===== src/rtl/memport_stream_nconnect_pkg.sv =====
// Purpose: shared types, config field layout and width helpers for the N-input memory port.
// Latency: none (package only).
// Backpressure: not applicable.
package memport_pkg;

    typedef enum logic [1:0] {
        MODE_OFF    = 2'b00,
        MODE_LOAD   = 2'b01,
        MODE_STORE  = 2'b10,
        MODE_STREAM = 2'b11
    } mode_e;

    // sel_addr always sits at the bottom of the config register
    localparam int OFF_SEL_ADDR = 0;

    function automatic int sel_w(input int n_in);
        return (n_in > 1) ? $clog2(n_in) : 1;
    endfunction

    function automatic int off_sel_data(input int n_in);
        return sel_w(n_in);
    endfunction

    function automatic int off_mode(input int n_in);
        return 2 * sel_w(n_in);
    endfunction

    function automatic int off_stride(input int n_in);
        return 2 * sel_w(n_in) + 2;
    endfunction

    function automatic int cfg_w(input int n_in, input int stride_w);
        return 2 * sel_w(n_in) + 2 + stride_w;
    endfunction

endpackage


===== src/rtl/memport_stream_nconnect_resp_fifo.sv =====
// Purpose: in-order load response buffer between the memory return path and the fabric.
// Latency: one cycle from push to visible head; head is read combinationally.
// Backpressure: pushes while full are ignored; pops while empty are ignored.
module memport_resp_fifo #(
    parameter int DATA_W = 32,
    parameter int DEPTH  = 4
) (
    input  logic              clk,
    input  logic              rst_n,
    input  logic              push,
    input  logic [DATA_W-1:0] push_data,
    input  logic              pop,
    output logic [DATA_W-1:0] pop_data,
    output logic              full,
    output logic              empty
);
    localparam int PTR_W = $clog2(DEPTH);

    logic [DATA_W-1:0] mem [DEPTH];
    logic [PTR_W:0]    wr_ptr;
    logic [PTR_W:0]    rd_ptr;
    logic              do_push;
    logic              do_pop;

    // extra pointer bit distinguishes full from empty when the indices match
    assign empty    = (wr_ptr == rd_ptr);
    assign full     = (wr_ptr[PTR_W] != rd_ptr[PTR_W]) &&
                      (wr_ptr[PTR_W-1:0] == rd_ptr[PTR_W-1:0]);
    assign do_push  = push & ~full;
    assign do_pop   = pop & ~empty;
    assign pop_data = mem[rd_ptr[PTR_W-1:0]];

    // pointer update
    always_ff @(posedge clk or negedge rst_n) begin
        if (!rst_n) begin
            wr_ptr <= '0;
            rd_ptr <= '0;
        end else begin
            if (do_push) wr_ptr <= wr_ptr + 1'b1;
            if (do_pop)  rd_ptr <= rd_ptr + 1'b1;
        end
    end

    // storage write; contents need no reset since empty gates reads
    always_ff @(posedge clk) begin
        if (do_push) mem[wr_ptr[PTR_W-1:0]] <= push_data;
    end

endmodule


===== src/rtl/memport_stream_nconnect.sv =====
// Purpose: N-input fabric to memory port with load/store/stream-load modes and credit-limited loads (MEMPORT_RESP_BYPASS_EN adds response bypass).
// Latency: fabric accept to mem_req_valid 1 cycle; response to out_valid 1 cycle (0 with bypass into an empty FIFO).
// Backpressure: request stage holds until mem_req_ready; loads stall at zero credits; out_ready gates FIFO pops.
module memport_stream_nconnect
    import memport_pkg::*;
#(
    parameter int DATA_W     = 32,
    parameter int ADDR_W     = 32,
    parameter int N_IN       = 4,
    parameter int RESP_DEPTH = 4,
    parameter int STRIDE_W   = 8
) (
    input  logic                     Clock,
    input  logic                     Reset_n,
    input  logic                     Config_En,
    input  logic                     ConfigIn,
    output logic                     ConfigOut,
    input  logic [N_IN*DATA_W-1:0]   in_data,
    input  logic [N_IN-1:0]          in_valid,
    output logic [N_IN-1:0]          in_ready,
    output logic                     mem_req_valid,
    input  logic                     mem_req_ready,
    output logic                     mem_req_we,
    output logic [ADDR_W-1:0]        mem_req_addr,
    output logic [DATA_W-1:0]        mem_req_wdata,
    input  logic                     mem_resp_valid,
    input  logic [DATA_W-1:0]        mem_resp_rdata,
    output logic [DATA_W-1:0]        out_data,
    output logic                     out_valid,
    input  logic                     out_ready
);
    localparam int SEL_W      = sel_w(N_IN);
    localparam int CFG_W      = cfg_w(N_IN, STRIDE_W);
    localparam int OFF_SD     = off_sel_data(N_IN);
    localparam int OFF_MODE   = off_mode(N_IN);
    localparam int OFF_STRIDE = off_stride(N_IN);
    localparam int CRED_W     = $clog2(RESP_DEPTH + 1);
    localparam logic [CRED_W-1:0] CRED_MAX = CRED_W'(RESP_DEPTH);

    logic [CFG_W-1:0]    cfg;
    logic [SEL_W-1:0]    sel_addr;
    logic [SEL_W-1:0]    sel_data;
    mode_e               mode;
    logic [STRIDE_W-1:0] stride;

    logic [DATA_W-1:0]   addr_word;
    logic [DATA_W-1:0]   data_word;
    logic                addr_vld;
    logic                data_vld;
    logic [ADDR_W-1:0]   addr_in;
    logic [ADDR_W-1:0]   stride_ext;

    logic                started;
    logic [ADDR_W-1:0]   addr_gen;
    logic [CRED_W-1:0]   credits;

    logic                can_accept;
    logic                have_credit;
    logic                fire;
    logic                take_addr;
    logic                take_data;
    logic                take_credit;
    logic                fire_we;
    logic                fire_stream;
    logic [ADDR_W-1:0]   fire_addr;
    logic [DATA_W-1:0]   fire_wdata;

    logic                resp_ok;
    logic                fifo_push;
    logic                fifo_pop;
    logic                fifo_full;
    logic                fifo_empty;
    logic [DATA_W-1:0]   fifo_data;
    logic                bypass_take;
    logic                credit_ret;

    assign sel_addr   = cfg[OFF_SEL_ADDR +: SEL_W];
    assign sel_data   = cfg[OFF_SD +: SEL_W];
    assign mode       = mode_e'(cfg[OFF_MODE +: 2]);
    assign stride     = cfg[OFF_STRIDE +: STRIDE_W];
    assign ConfigOut  = cfg[0];
    assign stride_ext = {{(ADDR_W-STRIDE_W){stride[STRIDE_W-1]}}, stride};

    // fabric operand muxes; a selector beyond N_IN-1 reads as never-valid
    always_comb begin
        addr_word = '0;
        data_word = '0;
        addr_vld  = 1'b0;
        data_vld  = 1'b0;
        for (int i = 0; i < N_IN; i++) begin
            if (sel_addr == SEL_W'(i)) begin
                addr_word = in_data[i*DATA_W +: DATA_W];
                addr_vld  = in_valid[i];
            end
            if (sel_data == SEL_W'(i)) begin
                data_word = in_data[i*DATA_W +: DATA_W];
                data_vld  = in_valid[i];
            end
        end
    end

    // fabric word to memory address: zero-extend or truncate
    generate
        if (ADDR_W > DATA_W) begin : g_addr_zext
            assign addr_in = {{(ADDR_W-DATA_W){1'b0}}, addr_word};
        end else begin : g_addr_trunc
            assign addr_in = addr_word[ADDR_W-1:0];
        end
    endgenerate

    assign can_accept  = ~Config_En & (~mem_req_valid | mem_req_ready);
    assign have_credit = (credits != '0);

    // per-mode fire decision and the request it would load into the stage
    always_comb begin
        fire        = 1'b0;
        take_addr   = 1'b0;
        take_data   = 1'b0;
        take_credit = 1'b0;
        fire_we     = 1'b0;
        fire_stream = 1'b0;
        fire_addr   = addr_in;
        fire_wdata  = '0;
        unique case (mode)
            MODE_LOAD: begin
                if (can_accept && addr_vld && have_credit) begin
                    fire        = 1'b1;
                    take_addr   = 1'b1;
                    take_credit = 1'b1;
                end
            end
            MODE_STORE: begin
                if (can_accept && addr_vld && data_vld) begin
                    fire       = 1'b1;
                    take_addr  = 1'b1;
                    take_data  = 1'b1;
                    fire_we    = 1'b1;
                    fire_wdata = data_word;
                end
            end
            MODE_STREAM: begin
                if (!started) begin
                    if (can_accept && addr_vld && have_credit) begin
                        fire        = 1'b1;
                        take_addr   = 1'b1;
                        take_credit = 1'b1;
                        fire_stream = 1'b1;
                    end
                end else begin
                    fire_addr = addr_gen + stride_ext;
                    if (can_accept && have_credit) begin
                        fire        = 1'b1;
                        take_credit = 1'b1;
                        fire_stream = 1'b1;
                    end
                end
            end
            default: ;
        endcase
    end

    // readies only on the inputs actually consumed; sel_addr==sel_data yields one bit
    always_comb begin
        in_ready = '0;
        for (int i = 0; i < N_IN; i++) begin
            in_ready[i] = (take_addr && (sel_addr == SEL_W'(i))) ||
                          (take_data && (sel_data == SEL_W'(i)));
        end
    end

    // serial config chain: shift right, new bit enters at the MSB
    always_ff @(posedge Clock or negedge Reset_n) begin
        if (!Reset_n) begin
            cfg <= '0;
        end else if (Config_En) begin
            cfg <= {ConfigIn, cfg[CFG_W-1:1]};
        end
    end

    // request stage: load on fire, otherwise hold until the memory takes it
    always_ff @(posedge Clock or negedge Reset_n) begin
        if (!Reset_n) begin
            mem_req_valid <= 1'b0;
            mem_req_we    <= 1'b0;
            mem_req_addr  <= '0;
            mem_req_wdata <= '0;
        end else if (fire) begin
            mem_req_valid <= 1'b1;
            mem_req_we    <= fire_we;
            mem_req_addr  <= fire_addr;
            mem_req_wdata <= fire_wdata;
        end else if (mem_req_ready) begin
            mem_req_valid <= 1'b0;
        end
    end

    // stream address generator; any config shift restarts the stream
    always_ff @(posedge Clock or negedge Reset_n) begin
        if (!Reset_n) begin
            started  <= 1'b0;
            addr_gen <= '0;
        end else if (Config_En) begin
            started  <= 1'b0;
        end else if (fire_stream) begin
            started  <= 1'b1;
            addr_gen <= fire_addr;
        end
    end

    // responses with nothing outstanding are dropped
    assign resp_ok = mem_resp_valid & (credits != CRED_MAX);

`ifdef MEMPORT_RESP_BYPASS_EN
    assign bypass_take = fifo_empty & resp_ok & out_ready;
    assign out_valid   = ~fifo_empty | bypass_take;
    assign out_data    = fifo_empty ? mem_resp_rdata : fifo_data;
`else
    assign bypass_take = 1'b0;
    assign out_valid   = ~fifo_empty;
    assign out_data    = fifo_data;
`endif

    assign fifo_push  = resp_ok & ~bypass_take;
    assign fifo_pop   = ~fifo_empty & out_ready;
    assign credit_ret = fifo_pop | bypass_take;

    // credits count free response slots; fire and return in one cycle cancel
    always_ff @(posedge Clock or negedge Reset_n) begin
        if (!Reset_n) begin
            credits <= CRED_MAX;
        end else if (take_credit && !credit_ret) begin
            credits <= credits - CRED_W'(1);
        end else if (credit_ret && !take_credit && (credits != CRED_MAX)) begin
            credits <= credits + CRED_W'(1);
        end
    end

    memport_resp_fifo #(
        .DATA_W (DATA_W),
        .DEPTH  (RESP_DEPTH)
    ) u_resp_fifo (
        .clk       (Clock),
        .rst_n     (Reset_n),
        .push      (fifo_push),
        .push_data (mem_resp_rdata),
        .pop       (fifo_pop),
        .pop_data  (fifo_data),
        .full      (fifo_full),
        .empty     (fifo_empty)
    );

endmodule


===== config.mk =====
export PLATFORM = sky130hd
export DESIGN_NAME = memport_stream_nconnect
export DESIGN_NICKNAME = d
export VERILOG_FILES = /design/src/rtl/memport_stream_nconnect_pkg.sv /design/src/rtl/memport_stream_nconnect_resp_fifo.sv /design/src/rtl/memport_stream_nconnect.sv
export SDC_FILE = /design/constraint.sdc
export NUM_CORES = 1
export LEC_CHECK = 0
export ABC_CLOCK_PERIOD_IN_PS = 6290
export CORE_MARGIN = 2
export CORE_UTILIZATION = 56
export CTS_CLUSTER_DIAMETER = 40
export CTS_CLUSTER_SIZE = 28
export DETAILED_ROUTE_END_ITERATION = 12
export PLACE_DENSITY_LB_ADDON = 0.15
export SLEW_MARGIN = 20
export SYNTH_ARGS = -nofsm -noshare
export SYNTH_HDL_FRONTEND = slang
export SYNTH_SLANG_ARGS = --single-unit

===== constraint.sdc =====
create_clock -name Clock -period 6.29 [get_ports Clock]
set_clock_uncertainty 0.2 [all_clocks]
set_input_delay 0.9435 -clock Clock [delete_from_list [all_inputs] [get_ports Clock]]
set_output_delay 0.9435 -clock Clock [all_outputs]
set_load 0.03 [all_outputs]

After elaboration in Yosys (flattened, before gate mapping):

Memory sizes are Yosys's and may differ from the RTL's.
Index checks and enable logic that the tools add are counted.

* RAM bits: 128
* memories: 1
* bits of input ports: 171
* register bits: 122
* logic and storage cells: 106

Memory list
* u_resp_fifo.mem: depth 4, width 32, read ports 1, clocked after Yosys merged registers in 0, wr ports 1, RTL line memport_stream_nconnect_resp_fifo.sv:19 `logic [DATA_W-1:0] mem [DEPTH];`

* mux-type cells: 38
* reductions and logical operators: 29
* $add $sub $neg: 5
* equal/unequal tests: 13
* bitwise operators: 10

Operator list (number)
* $mux W32: 12
* $add A32 B32 Y32: 1
* $mux W1: 21
* $logic_and A1 B1 Y1: 16
* $eq A2 B2 Y1 const B: 6
* $add A3 B1 Y3 const B: 3
* $eq A2 B1 Y1 const B: 3
* $mux W3: 2
* $pmux W1 S3: 2
* $reduce_bool A2 Y1: 3
* $and A1 B1 Y1: 5
* $logic_not A2 Y1: 2
* $logic_or A1 B1 Y1: 4
* $not A1 Y1: 4
* $eq A3 B3 Y1: 1
* $ne A3 B3 Y1 const B: 1
* $reduce_bool A3 Y1: 1
* $sub A3 B1 Y3 const B: 1
* $eq A2 B2 Y1: 1
* $logic_not A1 Y1: 2
* $pmux W1 S2: 1
* $reduce_and A2 Y1: 1
* $ne A1 B1 Y1: 1
* $or A1 B1 Y1: 1

Longest topological paths before layout:

Gate-level depths: netlist of the first run.

* depth in word-level cells: 15
* depth in mapped cells: 12
* mapped depth without buffers: 12

By module:

Synthesis of the first run repeated with hierarchy kept, for this count alone.

* cells, all modules: 993
* area, all modules: 13362.8 sq um

Modules (own cells, without submodules)
* memport_stream_nconnect: cells an instance 774, area an instance 8224.1 sq um, times used 1, seq. area each 2904.0 sq um
* memport_resp_fifo: cells an instance 219, area an instance 5138.7 sq um, times used 1, seq. area each 3993.8 sq um

Worst setup path after synthesis of the first run:

No wires, ideal clock.

* kind: in2out
* start: input port Config_En
* end: output port in_ready[0]
* data required time: 5146 ps
* arrival: 2632 ps
* buffers on the path: 1
* slack: 2514 ps
* stages on the path: 6
* cell sequence: clkbuf_1 a21oi_1 o2111ai_1 nor2_2 a31oi_1 o31ai_1

* word-level cells in the longest chain between the ends: 9
* elaborated cells on any way between the ends: 13
* classes of those cells: 5 x mux; 2 x bitwise; 6 x reduce/logical

RTL lines
* from (decl): RTL line memport_stream_nconnect.sv:15 `input logic Config_En,`
* $not A1 Y1 (no line) *
* $and A1 B1 Y1 *: RTL line memport_stream_nconnect.sv:111 `assign can_accept = ~Config_En & (~mem_req_valid | mem_req_ready);`
* $logic_and A1 B1 Y1 *: RTL line memport_stream_nconnect.sv:126, memport_stream_nconnect.sv:133, memport_stream_nconnect.sv:143
* $logic_and A1 B1 Y1: RTL line memport_stream_nconnect.sv:126, memport_stream_nconnect.sv:143
* $mux W1: RTL line memport_stream_nconnect.sv:126, memport_stream_nconnect.sv:143
* $mux W1: RTL line memport_stream_nconnect.sv:142 `if (!started) begin`
* $pmux W1 S3: RTL line memport_stream_nconnect.sv:124 `unique case (mode)`
* $logic_and A1 B1 Y1: RTL line memport_stream_nconnect.sv:166 `in_ready[i] = (take_addr && (sel_addr == SEL_W'(i))) ||`
* $logic_or A1 B1 Y1 *: RTL line memport_stream_nconnect.sv:166
* to (decl): RTL line memport_stream_nconnect.sv:20 `output logic [N_IN-1:0] in_ready,`

Mark *: on every way between the ends. The rest lies on a longest branch, timed or not.

Worst setup path in the final report of the first run:

Same ends and word-level chain as after synthesis.

==> results.txt, run 1 <==
CP max FO - 18
CTS sink cnt - 250
Critical Path AT - 3.69 ns
drt wl/cell - 22.4 um
WL final - 33.8 mm
Unique masters post-synth - 65
core footprint - 22600 um2
Post-DRT Antenna Nets - 0
post-CTS setup buffers - 0
hpwl dp - 23.5 mm
cell count of the worst reg-to-reg path - 11
synthesized cell area - 12800 um2
Final Total Pwr - 8.97 mW
RSZ-0062 raised after global routing - no
status - finished, final reports clean
Int Pwr - 5.37 mW
switching part of the total - 0.402
initial antenna violation count - 2
worst r2r dst - mem_req_addr[28]
CTS Buffer Depth - 3
setup tns final - 0 ns
Layout area overhead - 31.8%
Clk Latency, worst-skew pair - 0.56 ns
full die area - 24100 um2
max-slew violations - 0
most frequent cells in the layout - clkdlybuf4s50_1 (273), edfxtp_1 (128), dfrtp_1 (118)
fin nets - 1409
Worst Tran Pin Value - 0.908 ns
proportion of layout cells with a drive suffix above 1 - 0.177
most common cell after layout, fill and taps aside - clkdlybuf4s50_1
Syn Inst Count - 934
P_leak - 6.56 nW
synth top area cells - edfxtp_1 (30%), dfrtp_1 (24%), mux4_2 (17%), ha_1 (3.5%), a21oi_1 (2.5%)
Hold Violations, Final - 0
vias in the first global route - 9335
global-route wire length before repair - 52.0 mm
Reg2Reg Setup Slack - 2.49 ns
Worst Hold Path EP - addr_gen[6]
largest net degree at the start of global routing - 70
sequential power share - 0.294
H-tree lvl count - 1
Final Setup Violations - 0
vias per cell - 6.10
P_sw - 3.60 mW
area leader, netlist - edfxtp_1
slew margin rel. - 0.395
Peak VDD IR - 240 uV
combinational power share - 0.504
Detailed Route Iter0 Violations - 585
Finished Core Util - 0.749
# hold bufs at CTS - 0
Die Y - 155 um
Cell Pwr Density - 531 nW/um2
Reg-to-Reg Start - cfg[13]
Setup crit start - Config_En
io pins - 275
minimum clock period - 4.83 ns
CTS tree - done
Die Wd - 155 um
Tcrit/Tclk final - 0.768
routability cong. - 0.879
Crit. End Element - output pin
async set-reset flop share out of synthesis - 0.488
Max Cap Viol - 0
Clock Power Share - 0.202
clock root buffer - clkbuf_16
CTS resizes - 0
Hold WC Path Type - flop to flop
DRC - 0
Yosys top cell area share - 0.300
CP Class - input port to output pin
Reg clk slew, reported paths - 0.06 ns
Yosys warnings - 0
#FFs+latches synth - 250
Initial Util - 0.568
number of synthesized flops with an enable pin - 128
Hold Startpoint - addr_gen[6]
Fmax achieved - 207 MHz
Port-buffer cells - 274
CP required - 5.15 ns
GRT Util Overall - 0.282
Rows - 55
Synth Flop Type - edfxtp_1
CTS Buf Count - 29
Synthesized Nets - 1143
CP startpoint kind - input port
sequential cell area fraction in the yosys report - 0.538
Vias - 9207
hold depth - 2
First-pass DRT Iterations - 5
Mapped Avg Cell Area - 13.7 um2
Congestion Overflow GR - 0
-- per-layer routing --
metal | up-vias | GRT usage | wire (um)
li1 | 4156 | - | -
met1 | 4580 | 0.393 | 13900
met2 | 419 | 0.468 | 16600
met3 | 50 | 0.0552 | 2590
met4 | 2 | 0.0638 | 735
met5 | - | 0 | 13
-- state kept, by name, indices dropped and copies added (netlist names) --
register and cells:
u_resp_fifo.wr_ptr 3, u_resp_fifo.mem 128, mem_req_addr 32, addr_gen 32
mem_req_we 1, cfg 14, mem_req_wdata 32, credits 3
mem_req_valid 1, u_resp_fifo.rd_ptr 3, started 1
-- power groups by stage --
| stage | clock, mW | combinational, mW | sequential (mW) |
|---|---|---|---|
| 2_1_floorplan | 0 | 2.68 | 2.94 |
| 3_3_place_gp | 0 | 4.43 | 2.63 |
| 3_5_place_dp | 0 | 4.49 | 2.65 |
| 4_1_cts | 1.83 | 4.53 | 2.64 |
| 5_1_grt | 1.90 | 4.83 | 2.70 |
| 6_report | 1.81 | 4.52 | 2.63 |
-- through the flow --
stage | cell area [um2] | setup WS (ns) | hold slack, ns | std cells
4_1_cts | 16900 | 1.51 | 0.291 | 1508
5_1_grt | 16900 | 1.27 | 0.314 | 1509
6_report | 16900 | 1.46 | 0.290 | 1509
3_5_place_dp | 15800 | 1.53 | 0.265 | 1454
3_3_place_gp | 15800 | 1.62 | 0.262 | 1454
2_1_floorplan | 12800 | 2.51 | 0.254 | 934
-- Yosys cell counts, types with 28 or more instances --
master / number
nand2_1: 69
clkbuf_1: 35
ha_1: 36
o21ai_0: 45
a22o_1: 32
dfrtp_1: 121
mux2_2: 28
nor2_1: 80
a21oi_1: 64
mux4_2: 97
edfxtp_1: 128
-- critical path: stages --
cell and delay (ns):
clkdlybuf4s50_1 0.76, a21oi_1 0.46, o2111ai_1 0.27, nor2_2 0.19, a31oi_1 0.10, o31ai_1 0.24
clkdlybuf4s50_1 0.72
-- how the worst max path moves through the flow --
stage                  endpoint  slack, ns  cells past startpoint
floorplan           in_ready[0]       2.51                      6
global placement    in_ready[1]       1.62                      7
detailed placement  in_ready[0]       1.53                      7
CTS                 in_ready[0]       1.51                      7
global route        in_ready[0]       1.27                      7
finish              in_ready[0]       1.46                      7
-- kinds of logic after synthesis --
logic type               count (synthesis)  share of synthesized area
AO/OA/AOI/OAI                          211                      0.113
XOR/XNOR                                35                     0.0239
adder cells (fa/ha/maj)                 38                     0.0383
buffers and inverters                   76                     0.0233
flip-flops                             250                      0.538
multiplexers                           130                      0.199
AND/OR/NAND/NOR                        194                     0.0648
-- cell type report --
cell class / instances / area [um2]
flip-flops and latches: 250 / 6900
inverters: 20 / 75.1
well taps: 285 / 357
multi-input cells: 608 / 5630
diodes: 1 / 2.50
fillers: 1477 / 5680
clock inverters: 23 / 297
repair buffers: 291 / 2870
clock buffers: 31 / 764
Power figures use the tool's default switching activity.
==> run 2: changes to the inputs <==
--- a/config.mk
+++ b/config.mk
@@ -5,9 +5,9 @@
 export SDC_FILE = /design/constraint.sdc
 export NUM_CORES = 1
 export LEC_CHECK = 0
-export ABC_CLOCK_PERIOD_IN_PS = 6290
+export ABC_CLOCK_PERIOD_IN_PS = 4800
 export CORE_MARGIN = 2
-export CORE_UTILIZATION = 56
+export CORE_UTILIZATION = 52
 export CTS_CLUSTER_DIAMETER = 40
 export CTS_CLUSTER_SIZE = 28
 export DETAILED_ROUTE_END_ITERATION = 12
==> constraint.sdc (replaced) <==
create_clock -name Clock -period 4.8 [get_ports Clock]
set_clock_uncertainty 0.2 [all_clocks]
set_input_delay 0.72 -clock Clock [delete_from_list [all_inputs] [get_ports Clock]]
set_output_delay 0.72 -clock Clock [all_outputs]
set_load 0.03 [all_outputs]
==> run 2 against run 1 <==
  * Combinational power increased by 29%
  * Sequential share of layout area decreased by 0.38 points
  * Die area increased by 7.5%
  * Cell count increased by 3.2%
  * Sequential power increased by 30%
  * Final area increased by 0.95%
==> results.txt, run 2 (synthesis results as in run 1) <==
GRT Util Overall - 0.243 (was 0.282)
largest net degree at the start of global routing - 66 (was 70)
max-slew violations - 0 (unchanged)
H-tree lvl count - 2 (was 1)
Worst Tran Pin Value - 0.871 ns (was 0.908 ns)
CTS tree - done (unchanged)
Crit. End Element - output pin (unchanged)
core footprint - 24200 um2 (was 22600 um2)
RSZ-0062 raised after global routing - no (unchanged)
Tcrit/Tclk final - 0.803
io pins - 275 (unchanged)
CTS sink cnt - 250 (unchanged)
CP max stage delay - 0.53 ns (was 0.76 ns)
Die Wd - 161 um (was 155 um)
most frequent cells in the layout - clkdlybuf4s50_1 (269), edfxtp_1 (128), dfrtp_1 (118) (was clkdlybuf4s50_1 (273), edfxtp_1 (128), dfrtp_1 (118))
post-CTS setup buffers - 0 (unchanged)
Initial Util - 0.529 (was 0.568)
Setup crit start - in_valid[0] (was Config_En)
CP Cell Sequence - clkdlybuf4s50_1 -> mux4_2 -> o2111ai_1 -> nor2_2 -> a31oi_1 -> nor2_1 -> a32o_1 -> buf_4 (was clkdlybuf4s50_1 -> a21oi_1 -> o2111ai_1 -> nor2_2 -> a31oi_1 -> o31ai_1 -> clkdlybuf4s50_1)
full die area - 25900 um2 (was 24100 um2)
Port-buffer cells - 274 (unchanged)
Final Setup Violations - 0 (unchanged)
Reg-to-Reg Start - cfg[13] (unchanged)
register area - 6900 um2 (unchanged)
clock root buffer - clkbuf_16 (unchanged)
minimum clock period - 3.85 ns
CTS Buf Count - 35 (was 29)
Hold WC Path Type - input port to async pin (was flop to flop)
Post-DRT Antenna Nets - 0 (unchanged)
DRC - 0 (unchanged)
CP startpoint kind - input port (unchanged)
final worst slack - 0.947 ns (was 1.46 ns)
Multi-input gate area - 5630 um2 (about the same)
# hold bufs at CTS - 0 (unchanged)
WP buf/inv - 2 (unchanged)
largest delay contributor family on the critical path - compound AO/OA/AOI/OAI gates (was buffers and inverters)
Vias - 9044 (was 9207)
CTS resizes - 0 (unchanged)
slew margin rel. - 0.420 (was 0.395)
CP required - 3.88 ns (was 5.15 ns)
Reg clk slew, reported paths - 0.05 ns (was 0.06 ns)
Cell Pwr Density - 690 nW/um2 (was 531 nW/um2)
drt wl/cell - 20.0 um (was 22.4 um)
WL final - 31.1 mm (was 33.8 mm)
P_leak - 6.62 nW (was 6.56 nW)
First-pass DRT Iterations - 5 (unchanged)
filler cell count - 1708 (was 1477)
status - finished, final reports clean (unchanged)
CTS Buffer Depth - 3 (unchanged)
proportion of layout cells with a drive suffix above 1 - 0.183 (was 0.177)
fin nets - 1417 (was 1409)
Hold Violations, Final - 0 (unchanged)
Place WS - 1.01 ns (was 1.53 ns)
setup tns final - 0 ns (unchanged)
Congestion Overflow GR - 0 (unchanged)
Rows - 57 (was 55)
Detailed Route Iter0 Violations - 433 (was 585)
slowest CP cell - mux4_2 (was clkdlybuf4s50_1)
vias per cell - 5.80 (was 6.10)
Layout area overhead - 33.1% (was 31.8%)
global-route wire length before repair - 49.1 mm (was 52.0 mm)
hpwl dp - 22.0 mm (was 23.5 mm)
routability cong. - 0.900 (was 0.879)
most common cell after layout, fill and taps aside - clkdlybuf4s50_1 (unchanged)
Max Cap Viol - 0 (unchanged)
diodes inserted - 0 (was 1)
vias in the first global route - 9224 (was 9335)
Fmax achieved - 260 MHz
Critical Path AT - 2.93 ns (was 3.69 ns)
initial antenna violation count - 0 (was 2)
Die Y - 161 um (was 155 um)
CP Class - input port to output pin (unchanged)
max FFs per register - 128 (unchanged)
Peak VDD IR - 352 uV (was 240 uV)
CP max FO - 6 (was 18)
Clk Latency, worst-skew pair - 0.50 ns (was 0.56 ns)
## run 2: cell types whose count changed in the layout (fill, tap and decap cells not counted), moves of 3 or more
cell / delta
clkbuf_1: +5
clkbuf_16: +7
clkinv_4: -3
inv_6: -3
buf_4: +6
clkdlybuf4s50_1: -4
clkinvlp_4: +3
## run 2: path summary, 6_finish.rpt
path / slack, ns / endpoint / cells after the start
max: 0.95 / in_ready[2] / 8
min: 0.15 / mem_req_wdata[25] / 1
max reg2reg: 1.28 / addr_gen[31] / 11
min reg2reg: 0.28 / addr_gen[24] / 2
max in group asynchronous: 3.33 / addr_gen[10] / 2
min in group Clock: 0.28 / addr_gen[24] / 2
## run 2: cell type report
class	instances	area share
Sequential cell	250	0.405
Multi-Input combinational cell	608	0.330
Timing Repair Buffer	293	0.168
Clock buffer	44	0.0570
Tap cell	324	0.0238
Clock inverter	19	0.0115
Inverter	20	0.00440
## run 2: power breakdown
part | switching, mW | total [mW] | internal (mW)
registers | 0.404 | 3.42 | 3.02
logic | 3.19 | 5.82 | 2.64
clock network | 0.983 | 2.52 | 1.54
total | 4.57 | 11.8 | 7.19
## run 2: metrics by stage
stage               utilization  area (um2)  std cells  total power, mW  hold WS (ns)
floorplan                     -       12800        934             7.35         0.224
CTS                       0.703       17100       1558             11.9         0.177
finish                    0.703       17100       1558             11.8         0.148
global placement          0.655       15900       1495             9.21         0.265
global route              0.703       17100       1558             12.4         0.212
detailed placement        0.655       15900       1495             9.28         0.265
## run 2: worst reg2reg max path, cell delays in order, from the launching register on
cell      delay (ns)
dfrtp_1         0.59
buf_4           0.35
ha_1            0.34
a21o_1          0.21
a21oi_1         0.16
o22ai_1         0.15
a211oi_4        0.31
o22ai_1         0.18
a211oi_2        0.34
xor2_1          0.25
nor4_1          0.08
a311oi_1        0.27
## run 2: layer usage
metal,vias up,GRT usage,part of all wire
met5,-,0,0
met1,4487,0.323,0.41
met4,0,0.0852,0.031
met2,335,0.399,0.49
met3,52,0.0537,0.068
li1,4170,-,-
==> run 3: changes to the inputs <==
--- a/config.mk
+++ b/config.mk
@@ -5,9 +5,9 @@
 export SDC_FILE = /design/constraint.sdc
 export NUM_CORES = 1
 export LEC_CHECK = 0
-export ABC_CLOCK_PERIOD_IN_PS = 4800
+export ABC_CLOCK_PERIOD_IN_PS = 3500
 export CORE_MARGIN = 2
-export CORE_UTILIZATION = 52
+export CORE_UTILIZATION = 47
 export CTS_CLUSTER_DIAMETER = 40
 export CTS_CLUSTER_SIZE = 28
 export DETAILED_ROUTE_END_ITERATION = 12
==> constraint.sdc (replaced) <==
create_clock -name Clock -period 3.5 [get_ports Clock]
set_clock_uncertainty 0.2 [all_clocks]
set_input_delay 0.525 -clock Clock [delete_from_list [all_inputs] [get_ports Clock]]
set_output_delay 0.525 -clock Clock [all_outputs]
set_load 0.03 [all_outputs]
==> run 3 against run 2 <==
  * Final area increased by 1.6%
  * Sequential cell count unchanged
  * Worst hold slack improved by 0.13 ns
  * Combinational power increased by 40%
  * Clock power increased by 46%
  * Register-to-register slack got worse by 1.1 ns
  * Highest routed layer unchanged
==> results.txt, run 3 (synthesis results as in run 1) <==
status - finished, final reports clean (unchanged)
CTS tree - done (unchanged)
global-route wire length before repair - 50.4 mm (was 49.1 mm)
vias per cell - 5.72 (was 5.80)
most frequent cells in the layout - clkdlybuf4s50_1 (269), edfxtp_1 (128), dfrtp_1 (116) (was clkdlybuf4s50_1 (269), edfxtp_1 (128), dfrtp_1 (118))
Hold Violations, Final - 0 (unchanged)
Tcrit/Tclk final - 0.953
io pins - 275 (unchanged)
proportion of layout cells with a drive suffix above 1 - 0.202 (was 0.183)
drt wl/cell - 20.0 um (about the same)
Clock Power Share - 0.222 (was 0.214)
Vias - 9100 (was 9044)
switching part of the total - 0.387 (was 0.389)
full die area - 28600 um2 (was 25900 um2)
H-tree lvl count - 2 (unchanged)
GRT Util Overall - 0.224 (was 0.243)
DRC - 0 (unchanged)
Congestion Overflow GR - 0 (unchanged)
CTS sink cnt - 250 (unchanged)
most common cell after layout, fill and taps aside - clkdlybuf4s50_1 (unchanged)
filler cell count - 2059 (was 1708)
largest net degree at the start of global routing - 60 (was 66)
Final Total Pwr - 16.5 mW (was 11.8 mW)
Peak VDD IR - 685 uV (was 352 uV)
Hold WC Path Type - flop to flop (was input port to async pin)
Die Y - 169 um (was 161 um)
Int Pwr - 10.1 mW (was 7.19 mW)
Rows - 60 (was 57)
initial antenna violation count - 0 (unchanged)
Crit. End Element - output pin (unchanged)
combinational power share - 0.492 (was 0.495)
Die Wd - 169 um (was 161 um)
slew margin rel. - 0.397 (was 0.420)
Max Cap Viol - 0 (unchanged)
Cell Pwr Density - 953 nW/um2 (was 690 nW/um2)
Clk Latency, worst-skew pair - 0.51 ns (was 0.50 ns)
fin nets - 1433 (was 1417)
WL final - 31.8 mm (was 31.1 mm)
CP required - 2.77 ns (was 3.88 ns)
max-slew violations - 0 (unchanged)
sequential power share - 0.286 (was 0.291)
minimum clock period - 3.34 ns
max FFs per register - 128 (unchanged)
Worst Tran Pin Value - 0.905 ns (was 0.871 ns)
CP max FO - 5 (was 6)
Post-DRT Antenna Nets - 0 (unchanged)
Reg clk slew, reported paths - 0.06 ns (was 0.05 ns)
First-pass DRT Iterations - 5 (unchanged)
Place WS - -0.00377 ns (was 1.01 ns)
P_leak - 6.75 nW (was 6.62 nW)
Fmax achieved - 300 MHz
P_sw - 6.40 mW (was 4.57 mW)
CP Class - input port to output pin (unchanged)
CP startpoint kind - input port (unchanged)
diodes inserted - 0 (unchanged)
vias in the first global route - 9370 (was 9224)
RSZ-0062 raised after global routing - no (unchanged)
final worst slack - 0.163 ns (was 0.947 ns)
Port-buffer cells - 274 (unchanged)
CTS Buffer Depth - 3 (unchanged)
Final Setup Violations - 0 (unchanged)
Critical Path AT - 2.61 ns (was 2.93 ns)
clock root buffer - clkbuf_16 (unchanged)
core footprint - 26900 um2 (was 24200 um2)
Detailed Route Iter0 Violations - 527 (was 433)
routability cong. - 0.898 (was 0.900)
Layout area overhead - 35.2% (was 33.1%)
Initial Util - 0.477 (was 0.529)
CTS Buf Count - 37 (was 35)
hpwl dp - 23.1 mm (was 22.0 mm)
run 3: cell types whose count changed in the layout (fill, tap and decap cells not counted), sizes merged:
cell,change
clkbuf,-4
clkinv,+5
inv,+2
bufinv,+2
dlygate4sd3,+1
clkinvlp,-2
buf,+13
run 3: stage by stage:
step,utilization,area [um2],cells,setup TNS (ns),hold WS [ns]
after floorplan,-,12800,934,0,0.0294
after global placement,0.598,16100,1525,0,0.271
after detailed placement,0.598,16100,1525,-0.00377,0.273
after CTS,0.644,17300,1592,0,0.287
after global routing,0.645,17300,1592,0,0.305
final,0.645,17300,1592,0,0.281
run 3: layout make-up:
cell class / count / area (um2) / share of cell area
clock inverters: 26 / 283 / 0.0163
clock buffers: 40 / 957 / 0.0552
inverters: 20 / 75.1 / 0.00433
multi-input cells: 608 / 5660 / 0.326
repair buffers: 307 / 3030 / 0.175
flip-flops and latches: 250 / 6900 / 0.398
well taps: 341 / 427 / 0.0246
run 3: what timing repair did:
| action | in CTS | in global routing |
|---|---|---|
| hold endpoints to repair | 39 | 0 |
| hold buffers | 1 | 0 |
| resized for setup | 1 | 4 |
| setup endpoints to repair | 1 | 8 |
| pin swaps | 0 | 1 |
| setup buffers | 0 | 0 |
run 3: power groups by stage:
| stage | Clock, mW | Sequential, mW | Combinational, mW |
|---|---|---|---|
| after floorplan | 0 | 5.28 | 4.81 |
| after global placement | 0 | 4.75 | 8.11 |
| after detailed placement | 0 | 4.77 | 8.16 |
| after CTS | 3.74 | 4.74 | 8.19 |
| after global routing | 3.87 | 4.84 | 8.76 |
| final | 3.67 | 4.73 | 8.13 |
run 3: worst paths after layout:
| path | from | to | slack [ns] | cells after the start |
|---|---|---|---|---|
| max in group asynchronous | Reset_n | credits[2] | 1.97 | 3 |
| worst min register to register | mem_req_we | mem_req_we | 0.28 | 1 |
| worst max-delay path | in_valid[2] | in_ready[2] | 0.16 | 8 |
| min in group asynchronous | Reset_n | mem_req_wdata[12] | 0.39 | 2 |
| worst min-delay path | mem_req_we | mem_req_we | 0.28 | 1 |
| worst max register to register | cfg[13] | addr_gen[30] | 0.20 | 11 |
run 3: worst max-delay path: stages:
cell             delay, ns
clkdlybuf4s50_1       0.46
mux4_2                0.54
o2111ai_1             0.24
nor2_4                0.11
a31oi_2               0.27
nor2_1                0.07
a32o_1                0.23
buf_4                 0.16
run 3: metal layers:
layer,GRT usage,vias up,share of wire
li1,-,4209,-
met1,0.291,4562,0.42
met2,0.391,288,0.50
met3,0.0462,41,0.057
met4,0.0517,0,0.017
met5,0,-,0
